==> src/rtl/ledarray_frame_sequencer.sv <==
// LED array frame sequencer: streams a byte frame buffer to a pixel writer with
// a busy handshake, inter-byte gaps, a busy-rise timeout and periodic auto-refresh.
//
// state     | meaning
// ----------+-----------------------------------------------------------
// IDLE      | waiting for a pending frame request
// LOAD      | read buffer[idx] into px_value
// ISSUE     | px_valid strobe, arm the busy-rise timeout
// WAIT_BUSY | wait for px_busy to rise, abort the frame on timeout
// WAIT_DONE | wait for px_busy to fall
// GAP       | inter-byte idle time, then next byte or finish
// DONE      | frame_done pulse
module ledarray_frame_sequencer #(
    parameter int DEPTH          = 16,
    parameter int ADDR_W         = 4,
    parameter int GAP_CYCLES     = 24,
    parameter int BUSY_TIMEOUT   = 64,
    parameter int REFRESH_CYCLES = 200_000
) (
    input  logic              clk,
    input  logic              rst_n,
    input  logic              wr_en,
    input  logic [ADDR_W-1:0] wr_addr,
    input  logic [7:0]        wr_data,
    input  logic [ADDR_W:0]   frame_len,
    input  logic              frame_start,
    input  logic              refresh_en,
    input  logic              err_clr,
    output logic              px_valid,
    output logic [7:0]        px_value,
    input  logic              px_busy,
    output logic              frame_active,
    output logic              frame_done,
    output logic              err
);

    localparam int LW = ADDR_W + 1;
    localparam int TW = $clog2(BUSY_TIMEOUT + 1);
    localparam int GW = $clog2(GAP_CYCLES + 1);
    localparam int RW = $clog2(REFRESH_CYCLES + 1);
    localparam logic [LW-1:0] DEPTH_L = LW'(DEPTH);

    localparam logic [2:0] S_IDLE      = 3'd0;
    localparam logic [2:0] S_LOAD      = 3'd1;
    localparam logic [2:0] S_ISSUE     = 3'd2;
    localparam logic [2:0] S_WAIT_BUSY = 3'd3;
    localparam logic [2:0] S_WAIT_DONE = 3'd4;
    localparam logic [2:0] S_GAP       = 3'd5;
    localparam logic [2:0] S_DONE      = 3'd6;

    logic [7:0]        mem [DEPTH];
    logic [2:0]        state;
    logic              pending;
    logic [LW-1:0]     len;
    logic [LW-1:0]     len_sel;
    logic [ADDR_W-1:0] idx;
    logic [TW-1:0]     tmo_cnt;
    logic [GW-1:0]     gap_cnt;
    logic [RW-1:0]     ref_cnt;
    logic              refresh_tick;
    logic              accept;
    logic              timeout;

    always_ff @(posedge clk) begin
        if (wr_en) begin
            mem[wr_addr] <= wr_data;
        end
    end

    always_ff @(posedge clk) begin
        if (!rst_n || !refresh_en) begin
            ref_cnt <= '0;
        end else if (ref_cnt == RW'(REFRESH_CYCLES - 1)) begin
            ref_cnt <= '0;
        end else begin
            ref_cnt <= ref_cnt + RW'(1);
        end
    end

    assign refresh_tick = refresh_en && (ref_cnt == RW'(REFRESH_CYCLES - 1));
    assign len_sel      = (frame_len > DEPTH_L) ? DEPTH_L : frame_len;
    assign accept       = (state == S_IDLE) && pending;
    // Timeout lands so that err rises exactly BUSY_TIMEOUT cycles after the px_valid cycle.
    assign timeout      = (state == S_WAIT_BUSY) && !px_busy && (tmo_cnt <= TW'(1));

    assign px_valid     = (state == S_ISSUE);
    assign frame_done   = (state == S_DONE);
    assign frame_active = (state != S_IDLE);

    always_ff @(posedge clk) begin
        if (!rst_n) begin
            state    <= S_IDLE;
            pending  <= 1'b0;
            len      <= '0;
            idx      <= '0;
            tmo_cnt  <= '0;
            gap_cnt  <= '0;
            px_value <= '0;
            err      <= 1'b0;
        end else begin
            pending <= (pending && !accept) || frame_start || refresh_tick;

            if (timeout) begin
                err <= 1'b1;
            end else if (err_clr) begin
                err <= 1'b0;
            end

            case (state)
                S_IDLE: begin
                    if (pending) begin
                        len   <= len_sel;
                        idx   <= '0;
                        state <= (len_sel == '0) ? S_DONE : S_LOAD;
                    end
                end
                S_LOAD: begin
                    px_value <= mem[idx];
                    state    <= S_ISSUE;
                end
                S_ISSUE: begin
                    tmo_cnt <= TW'(BUSY_TIMEOUT - 1);
                    state   <= S_WAIT_BUSY;
                end
                S_WAIT_BUSY: begin
                    if (px_busy) begin
                        state <= S_WAIT_DONE;
                    end else if (timeout) begin
                        state <= S_DONE;
                    end else begin
                        tmo_cnt <= tmo_cnt - TW'(1);
                    end
                end
                S_WAIT_DONE: begin
                    if (!px_busy) begin
                        gap_cnt <= GW'(GAP_CYCLES - 1);
                        state   <= S_GAP;
                    end
                end
                S_GAP: begin
                    if (gap_cnt == '0) begin
                        if ({1'b0, idx} == len - LW'(1)) begin
                            state <= S_DONE;
                        end else begin
                            idx   <= idx + ADDR_W'(1);
                            state <= S_LOAD;
                        end
                    end else begin
                        gap_cnt <= gap_cnt - GW'(1);
                    end
                end
                S_DONE: begin
                    state <= S_IDLE;
                end
                default: begin
                    state <= S_IDLE;
                end
            endcase
        end
    end

endmodule

==> config.mk <==
export PLATFORM = sky130hd
export DESIGN_NAME = ledarray_frame_sequencer
export DESIGN_NICKNAME = d
export VERILOG_FILES = /design/src/rtl/ledarray_frame_sequencer.sv
export SDC_FILE = /design/constraint.sdc
export NUM_CORES = 1
export LEC_CHECK = 0
export CAP_MARGIN = 20
export CORE_AREA = 4 4 163 165
export CTS_CLUSTER_SIZE = 40
export DETAILED_ROUTE_END_ITERATION = 12
export DIE_AREA = 0 0 167 169
export GPL_ROUTABILITY_DRIVEN = 0
export PLACE_DENSITY_LB_ADDON = 0.12
export RECOVER_POWER = 25
export SKIP_LAST_GASP = 1
export SLEW_MARGIN = 20
export SYNTH_ARGS = -nofsm -noshare
export SYNTH_HDL_FRONTEND = slang
export SYNTH_SLANG_ARGS = --single-unit
==> constraint.sdc <==
create_clock -name clk -period 2.06 [get_ports clk]
set_input_delay 0.206 -clock clk [delete_from_list [all_inputs] [get_ports clk]]
set_output_delay 0.206 -clock clk [all_outputs]
set_load 0.005 [all_outputs]
# After elaboration in Yosys (flattened, before gate mapping)
# Memories as Yosys holds them, arrays and structs flattened. A register that Yosys moved wholly into a read port is not among the register bits.
# Index checks and enable logic that the tools add are counted.
# Widths: inputs -> output; s select.
dict set report op_classes {
  n_reduce_logical 27
  n_eq_ne 16
  add_sub_neg 5
  mux 23
  n_lt_le_gt_ge 2
}
# cell count
set op_table {}
lappend op_table {{$mux 3} 7}
lappend op_table {{$add 18x1->18 const B} 1}
lappend op_table {{$eq 18x18->1 const B} 1}
lappend op_table {{$pmux 3 s6} 1}
lappend op_table {{$mux 5} 3}
lappend op_table {{$mux 7} 2}
lappend op_table {{$ne 2x2->1 const B} 7}
lappend op_table {{$pmux 7 s2} 1}
lappend op_table {{$mux 4} 3}
lappend op_table {{$logic_not 5->1} 2}
lappend op_table {{$pmux 5 s2} 1}
lappend op_table {{$sub 5x1->5 const B} 2}
lappend op_table {{$eq 3x3->1 const B} 3}
lappend op_table {{$pmux 4 s2} 1}
lappend op_table {{$reduce_and 4->1} 2}
lappend op_table {{$reduce_bool 2->1} 4}
lappend op_table {{$le 7x1->1 const B} 1}
lappend op_table {{$sub 7x1->7 const B} 1}
lappend op_table {{$eq 3x2->1 const B} 2}
lappend op_table {{$reduce_and 3->1} 2}
lappend op_table {{$eq 4x5->1} 1}
lappend op_table {{$gt 5x5->1 const B} 1}
lappend op_table {{$logic_and 1x1->1} 5}
lappend op_table {{$logic_not 1->1} 5}
lappend op_table {{9 further kinds} 14}
dict set report word_totals {
  in_bits 24
  mem_count 1
  ramBits 128
  out_inout_bits 12
  wordCells 82
  register_bits 44
}
# name depth word_bits read_ports rd_ports_with_merged_regs write_ports line_no
set mem_list {}
lappend mem_list {mem 16 8 1 1 1 51} ;# logic [7:0] mem [DEPTH];

# Logic depth before layout (Yosys ltp)
dict set report logic_depth {
  ltp_word 6
  depth_mapped 8
}

# Least setup slack after synthesis
# OpenSTA, ideal clock, no wires.
dict set report synth_path {
  kind {register to register}
  from {register tmo_cnt[1]}
  to {register tmo_cnt[3]}
  t_required_ns 1.928
  slack_ns 0.053
  arrival_time_ns 1.875
  n_path_buf 0
  setup_ns 0.132
  path_stages_with_launch 8
  cell_sequence {dfxtp_1 inv_1 ha_1 o21bai_2 a311o_2 a2111oi_2 xnor2_1 a21oi_1}
}
dict set report synth_via {
  elab_chain_len 4
  elab_cells_between_ends 8
  cone_classes {add/sub (1); order compare (1); eq/ne (1); mux (3); reduce/logical (2)}
}
# element line_no
set synth_rtl {}
lappend synth_rtl {{start, declared} 57} ;# logic [TW-1:0] tmo_cnt;
lappend synth_rtl {{start signal, assigned} 122} ;# tmo_cnt <= TW'(BUSY_TIMEOUT - 1);
lappend synth_rtl {{start signal, assigned} 131} ;# tmo_cnt <= tmo_cnt - TW'(1);
lappend synth_rtl {{$sub 7x1->7 / $le 7x1->1 (equally long branches)} {131, 84}}
lappend synth_rtl {{$mux 7 / $logic_and 1x1->1 (equally long branches)} {128, 84}}
lappend synth_rtl {{$mux 7 / $ne 2x2->1 (equally long branches)} -}
lappend synth_rtl {{$pmux 7 s2 / $reduce_and 3->1 (equally long branches)} -}
# Several ways; a longest one is shown, not always the timed one. The select of a mux whose other input is x is not followed.
# A chain may end at the register's enable or synchronous reset.

# Worst setup path in the final report
dict set report layout_path {
  from {register state[2]}
  to {output port frame_active}
}
dict set report layout_via {
  elab_chain_len 1
}
# element line_no
set layout_rtl {}
lappend layout_rtl {{start, declared} 52} ;# logic [2:0] state;
lappend layout_rtl {{start signal, assigned} 114} ;# state <= (len_sel == '0) ? S_DONE : S_LOAD;
lappend layout_rtl {{$reduce_bool 3->1} 88} ;# assign frame_active = (state != S_IDLE);
lappend layout_rtl {{end, declared} 32} ;# output logic frame_active,
# Every way passes these cells.

==> metrics.csv <==
metric,value,unit
status,"complete, no violations",
R2R setup slack,0.11,ns
setup bufs post-CTS,0,
Setup Viol. Count Final,0,
Worst Hold Path Cells,4,
critical path's largest stage delay,0.45,ns
HP Class,input pin to register,
DP Cell Count,909,
Syn Area/Cell,14.2,sq um
TritonCTS buffer count,17,
ys flop type,edfxtp_1,
final std cells w/o fill,941,
Die ar.,28200,sq um
"Seq/Total Area, Yosys",65.7,%
clk_skew,0.0123,ns
first-pass GRT wire length,27.4,mm
hold_buf cts,0,
post-route ant nets,0,
slowest cell on the critical path,clkdlybuf4s50_1,
Post-synth EDFFs,128,
Synth warnings,0,
Finished Cell Area,9140,sq um
antenna cells,0,
TritonCTS clock tree,yes,
Clock Latency Late Sink,0.43,ns
share of the synthesized area in the top cell type,51.7,%
worst vdd ir,638,uV
Synth Net Count,556,
maximum clock insertion buffer count,2,
GRT overflow,0,
vias in the first global route,4623,
"Hold Violations, Final",0,
Reg area,4890,sq um
Fmax,512,MHz
share of layout cells above drive strength 1,19.3,%
"top cells by area, synth","edfxtp_1, dfxtp_1, mux4_2",
Hold Path End,err,
final net count,629,
area post-placement,8480,sq um
leading area contributor after synthesis,edfxtp_1,
Post-Route WL,17.4,mm
Vias/cell,4.79,
critical path type,register to output port,
RSZ-0062 raised after global routing,yes,
Cell Pwr Density,888,nW/um^2
hold wc startpoint,err_clr,
core area,25000,sq um
Netlist cell types,52,
clk slew on worst S/H paths,0.07,ns
async set-reset flop share out of synthesis,0,%
r2r endpoint,idx[2],
Slew headroom,53.8,%
Tcrit/Tclk final,94.9,%
max_cap viols,0,
Synth Instances,525,
WL/cell,18.5,um
worst-case reg-to-reg path depth,7,
largest net degree at the start of global routing,23,
Clock Sinks,180,
routed vias,4503,
mapped cell area,7430,sq um
CP cell instances,buf_4 -> nor3_4 -> inv_1 -> clkdlybuf4s50_1,
crit path max fanout,8,
CP required,1.85,ns
Critical Path Sink Type,output port,
P&R area growth vs syn,22.9,%
Die H,169,um
Final Slew Violations,0,
Initial Utilization,29.7,%
1st-iter DRT viols,310,
I/O pins,36,
Buffers on Ports,35,
number of synthesized register bits,180,
Die X,167,um
hpwl dp,11.8,mm
Least-Margin Pin Slew,0.690,ns
DR pass1 iterations,4,
arrival time worst endpoint,1.75,ns
initial antenna violation count,0,
Root Buffer,clkbuf_16,
CP Launch Type,register,
row count,58,
drc violations,0,
htree depth,4,
Setup TNS,0,ns
Filler cells,2398,
"Min Clock Period, post-route",1.95,ns
worst reg2reg path startpoint,len[1],
Tot GR Track Use,12.8,%
multi-input logic area,2400,sq um
leak pwr,2.97,nW
[layout make-up]
type,count,area share (%)
well taps,330,4.52
clock inverters,15,2.29
flip-flops and latches,180,53.5
clock buffers,17,4.66
multi-input cells,304,26.2
inverters,19,0.781
repair buffers,76,8.02
[report_power, final]
group / total [W] / internal [W] / switching [W] / leakage (nW)
logic: 0.000680 / 0.000308 / 0.000371 / 1.09
clock network: 0.00338 / 0.00169 / 0.00168 / 0.306
registers: 0.00406 / 0.00398 / 0.0000779 / 1.58
total: 0.00812 / 0.00598 / 0.00213 / 2.97
[Yosys cell counts, drive strengths merged, types with 2 or more instances]
library cell,n
edfxtp,128
nor2,54
dfxtp,52
a21oi,42
mux4,32
nand2,26
inv,19
a22oi,17
nand3,15
nor3,13
xnor2,13
xor2,13
clkbuf,12
buf,10
nand3b,9
ha,7
nor4,6
nand2b,5
a211oi,4
nor2b,4
o21ai,4
a2111oi,3
nand4,3
o31ai,3
or4,3
and2,2
and3,2
nand4b,2
nor4b,2
o2111ai,2
o21bai,2
or2,2
or3,2
[what timing repair did]
| action | CTS | global route |
|---|---|---|
| setup endpoints to repair | 1 | 7 |
| hold endpoints to repair | 0 | 0 |
| gates resized for setup | 1 | 4 |
| pin swaps | 0 | 1 |
[routing by layer]
layer | share of wire, % | routed length [um] | global-route usage (%) | up-vias
li1 | - | - | - | 2154
met1 | 47 | 8150 | 16.8 | 2283
met2 | 49 | 8600 | 21.9 | 60
met3 | 3.1 | 532 | 2.90 | 6
met4 | 0.70 | 121 | 2.77 | 0
met5 | 0 | 0 | 0 | -
[cell families after synthesis]
logic type	synth area share, %
AOI/OAI and AO/OA	7.47
xor gates and xnor gates	3.06
adders and majority gates	1.18
buffers and inverters	2.36
DFF	65.7
muxes	9.83
and+or+nand+nor	10.4
[how the worst max path moves through the flow]
stage	to	slack, ns	cells after the start	start
after floorplan	tmo_cnt[3]	0.05	7	tmo_cnt[1]
after global routing	px_valid	-0.006	4	state[1]
after detailed placement	idx[2]	0.05	7	len[0]
after CTS	idx[2]	0.03	7	len[0]
after global placement	tmo_cnt[3]	0.12	7	tmo_cnt[1]
final	frame_active	0.11	4	state[2]
[placed cells by master (no fill, tap or decap), types with 4 or more instances in the layout]
cell	n
buf_4	35
inv_8	4
dlygate4sd3_1	6
buf_12	6
nand2b_1	5
o21ai_0	4
dfxtp_1	50
clkbuf_16	17
inv_1	19
mux4_2	32
ha_1	7
nand2_1	26
edfxtp_1	128
a21oi_1	42
clkinv_8	6
clkdlybuf4s50_1	29
nand3b_1	9
a22oi_1	17
xnor2_1	13
nor3_1	12
nor4_1	6
xor2_1	13
nand3_1	15
nor2_1	54
nor2b_1	4
[per-stage QoR]
stage                     setup slack, ns  power (W)  util, %  hold slack (ns)
after floorplan                    0.0531    0.00450        -            0.305
final                               0.106    0.00812     36.5            0.400
after global placement              0.122    0.00481     33.9            0.467
after detailed placement           0.0481    0.00482     33.9            0.477
after CTS                          0.0299    0.00823     36.4            0.391
after global routing             -0.00571    0.00848     36.5            0.412
[registers in the layout, summed over array words and instances (netlist names), 3 cells and up]
| signal | flops |
|---|---|
| gap_cnt | 5 |
| idx | 4 |
| len | 5 |
| mem | 128 |
| px_value | 8 |
| ref_cnt | 18 |
| state | 3 |
| tmo_cnt | 7 |
[worst max-delay path, delay by kind of cell, from the launching register on]
family	cells	cell delay, ns
AND/OR/NAND/NOR	1	0.22
buffers and inverters	3	0.73
flip-flops	1	0.38
(Power assumes the default switching activity.)
==> edit, RTL diff (config.mk and constraints unchanged) <==
`ADDR_W`: 4 -> 2.
--- a/src/rtl/ledarray_frame_sequencer.sv
+++ b/src/rtl/ledarray_frame_sequencer.sv
@@ -12,7 +12,7 @@
 // DONE      | frame_done pulse
 module ledarray_frame_sequencer #(
     parameter int DEPTH          = 16,
-    parameter int ADDR_W         = 4,
+    parameter int ADDR_W         = 2,
     parameter int GAP_CYCLES     = 24,
     parameter int BUSY_TIMEOUT   = 64,
     parameter int REFRESH_CYCLES = 200_000
Interface: changed (resized frame_len and wr_addr); port bits go from 36 to 32. No check against the original RTL was run, so the function may have changed too.
==> edit against the unedited design <==
Sequential cell count decreased by 100. Global-route usage fell by 6.3 points. Wire length is 50% lower. Die area stayed put. Largest power group unchanged. Area after synthesis down 52%. Total power is 40% lower. Cell area fell by 49%. Critical path type unchanged. Worst setup slack better by 0.021 ns.
==> edit: results (changes against the unedited design) <==
status:
  status: "completed"
pwr:
  power.leakage_nw: 1.52  # -49%
  p_switching_mw: 1.61  # -25%
  peakVddDrop_mv: 0.328  # -49%
synth:
  synthTopCellsByArea: "dfxtp_1 27%, edfxtp_1 27%, mux4_2 5.0%, a21oi_1 3.4%, nand2_1 3.2%"
  synth_common_cells: "48 x dfxtp_1, 32 x edfxtp_1, 31 x nand2_1"
  ys_types: 59  # +13%
  seq_area_frac_synth: 0.537  # -0.121
  syn_area_per_cell_um2: 10.9  # -23%
  synth-main-ff-cell: "dfxtp_1"
  synth_edf_count: 32  # -75%
clock_tree:
  cts_made_buffers: 9  # -8
  ctsResizeCount: 0  # -1
  clk_latency_ns: 0.35  # -0.08 ns
worst_setup_path:
  crit_arrival_ns: 1.73  # -0.02 ns
  slowest_stage: "or3_1"
place:
  hpwl_um: 6210  # -47%
  dp.cells: 695  # -24%
finish:
  top_regs: "mem: 32 flops, ref_cnt: 18 flops, px_value: 8 flops"
  drive_gt1_frac: 0.152  # -0.0409
  fillers: 2745  # +14%
  final_nets: 402  # -36%
timing:
  clock-skew-final_ns: 0.00883  # -0.00351 ns
drt:
  wire_per_inst_um: 12.2  # -34%
  viasPerCell: 3.58  # -25%
  dr_total_vias: 2547  # -43%
  drt_iter0_drc: 193  # -38%
global_route:
  grt_start_max_net_pins: 19  # -17%
  track_usage: 0.0651  # -0.0628
  grt_pass1_vias: 2596  # -44%
  antenna_found_initial: 1  # +1
worst_hold_path:
  hold_class: "reg2reg"
edit: final timing paths:
path	startpoint	to	slack (ns)	depth (start not counted)
max	state[0]$_SDFFE_PN0P_	frame_active	0.13	2
min	px_value[3]$_SDFFE_PN0P_	px_value[3]$_SDFFE_PN0P_	0.45	2
max reg2reg	tmo_cnt[2]$_SDFFE_PN0P_	state[0]$_SDFFE_PN0P_	0.29	4
min reg2reg	px_value[3]$_SDFFE_PN0P_	px_value[3]$_SDFFE_PN0P_	0.45	2
edit: final cells by class:
| type | instances | area [um2] | share of cell area |
|---|---|---|---|
| Clock buffer | 9 | 225 | 0.0483 |
| Clock inverter | 7 | 78.8 | 0.0169 |
| Inverter | 18 | 67.6 | 0.0145 |
| Multi-Input combinational cell | 222 | 1550 | 0.332 |
| Sequential cell | 80 | 1920 | 0.412 |
| Tap cell | 330 | 413 | 0.0885 |
| Timing Repair Buffer | 45 | 408 | 0.0875 |
edit: kinds of logic (layout without fill, tap and decap cells):
| group | count (synthesis) | after routing | share of synthesized area |
|---|---|---|---|
| buf+inv | 27 | 79 | 0.0311 |
| simple gates | 131 | 131 | 0.198 |
| xor+xnor | 16 | 16 | 0.0391 |
| compound gates | 60 | 60 | 0.121 |
| flops | 80 | 80 | 0.536 |
| mux | 9 | 9 | 0.0531 |
| fa+ha+maj | 6 | 6 | 0.0210 |
edit: per-stage QoR:
stage | utilization | hold slack [ns]
after CTS | 0.186 | 0.456
after floorplan | - | 0.305
after global routing | 0.186 | 0.476
final | 0.186 | 0.453
after detailed placement | 0.174 | 0.447
after global placement | 0.174 | 0.453
edit: critical path, delay by kind of cell, from the launching register on:
kind / cells / cell delay (ns)
AND/OR/NAND/NOR: 1 / 0.47
flip-flops: 1 / 0.45
buffers and inverters: 1 / 0.47
edit: power groups by stage:
stage               sequential, mW  clock (mW)  combinational (mW)
floorplan                     1.97           0               0.812
global placement              2.08           0                1.24
detailed placement            2.08           0                1.24
CTS                           2.05        1.73                1.25
global route                  2.08        1.81                1.38
finish                        2.04        1.65                1.20
edit: routing by layer:
| metal | GRT usage | wire length [um] | part of all wire |
|---|---|---|---|
| met5 | 0 | 13 | 0.0015 |
| met4 | 0.0331 | 178 | 0.020 |
| met3 | 0.0173 | 262 | 0.030 |
| met2 | 0.102 | 4120 | 0.47 |
| met1 | 0.0824 | 4110 | 0.47 |
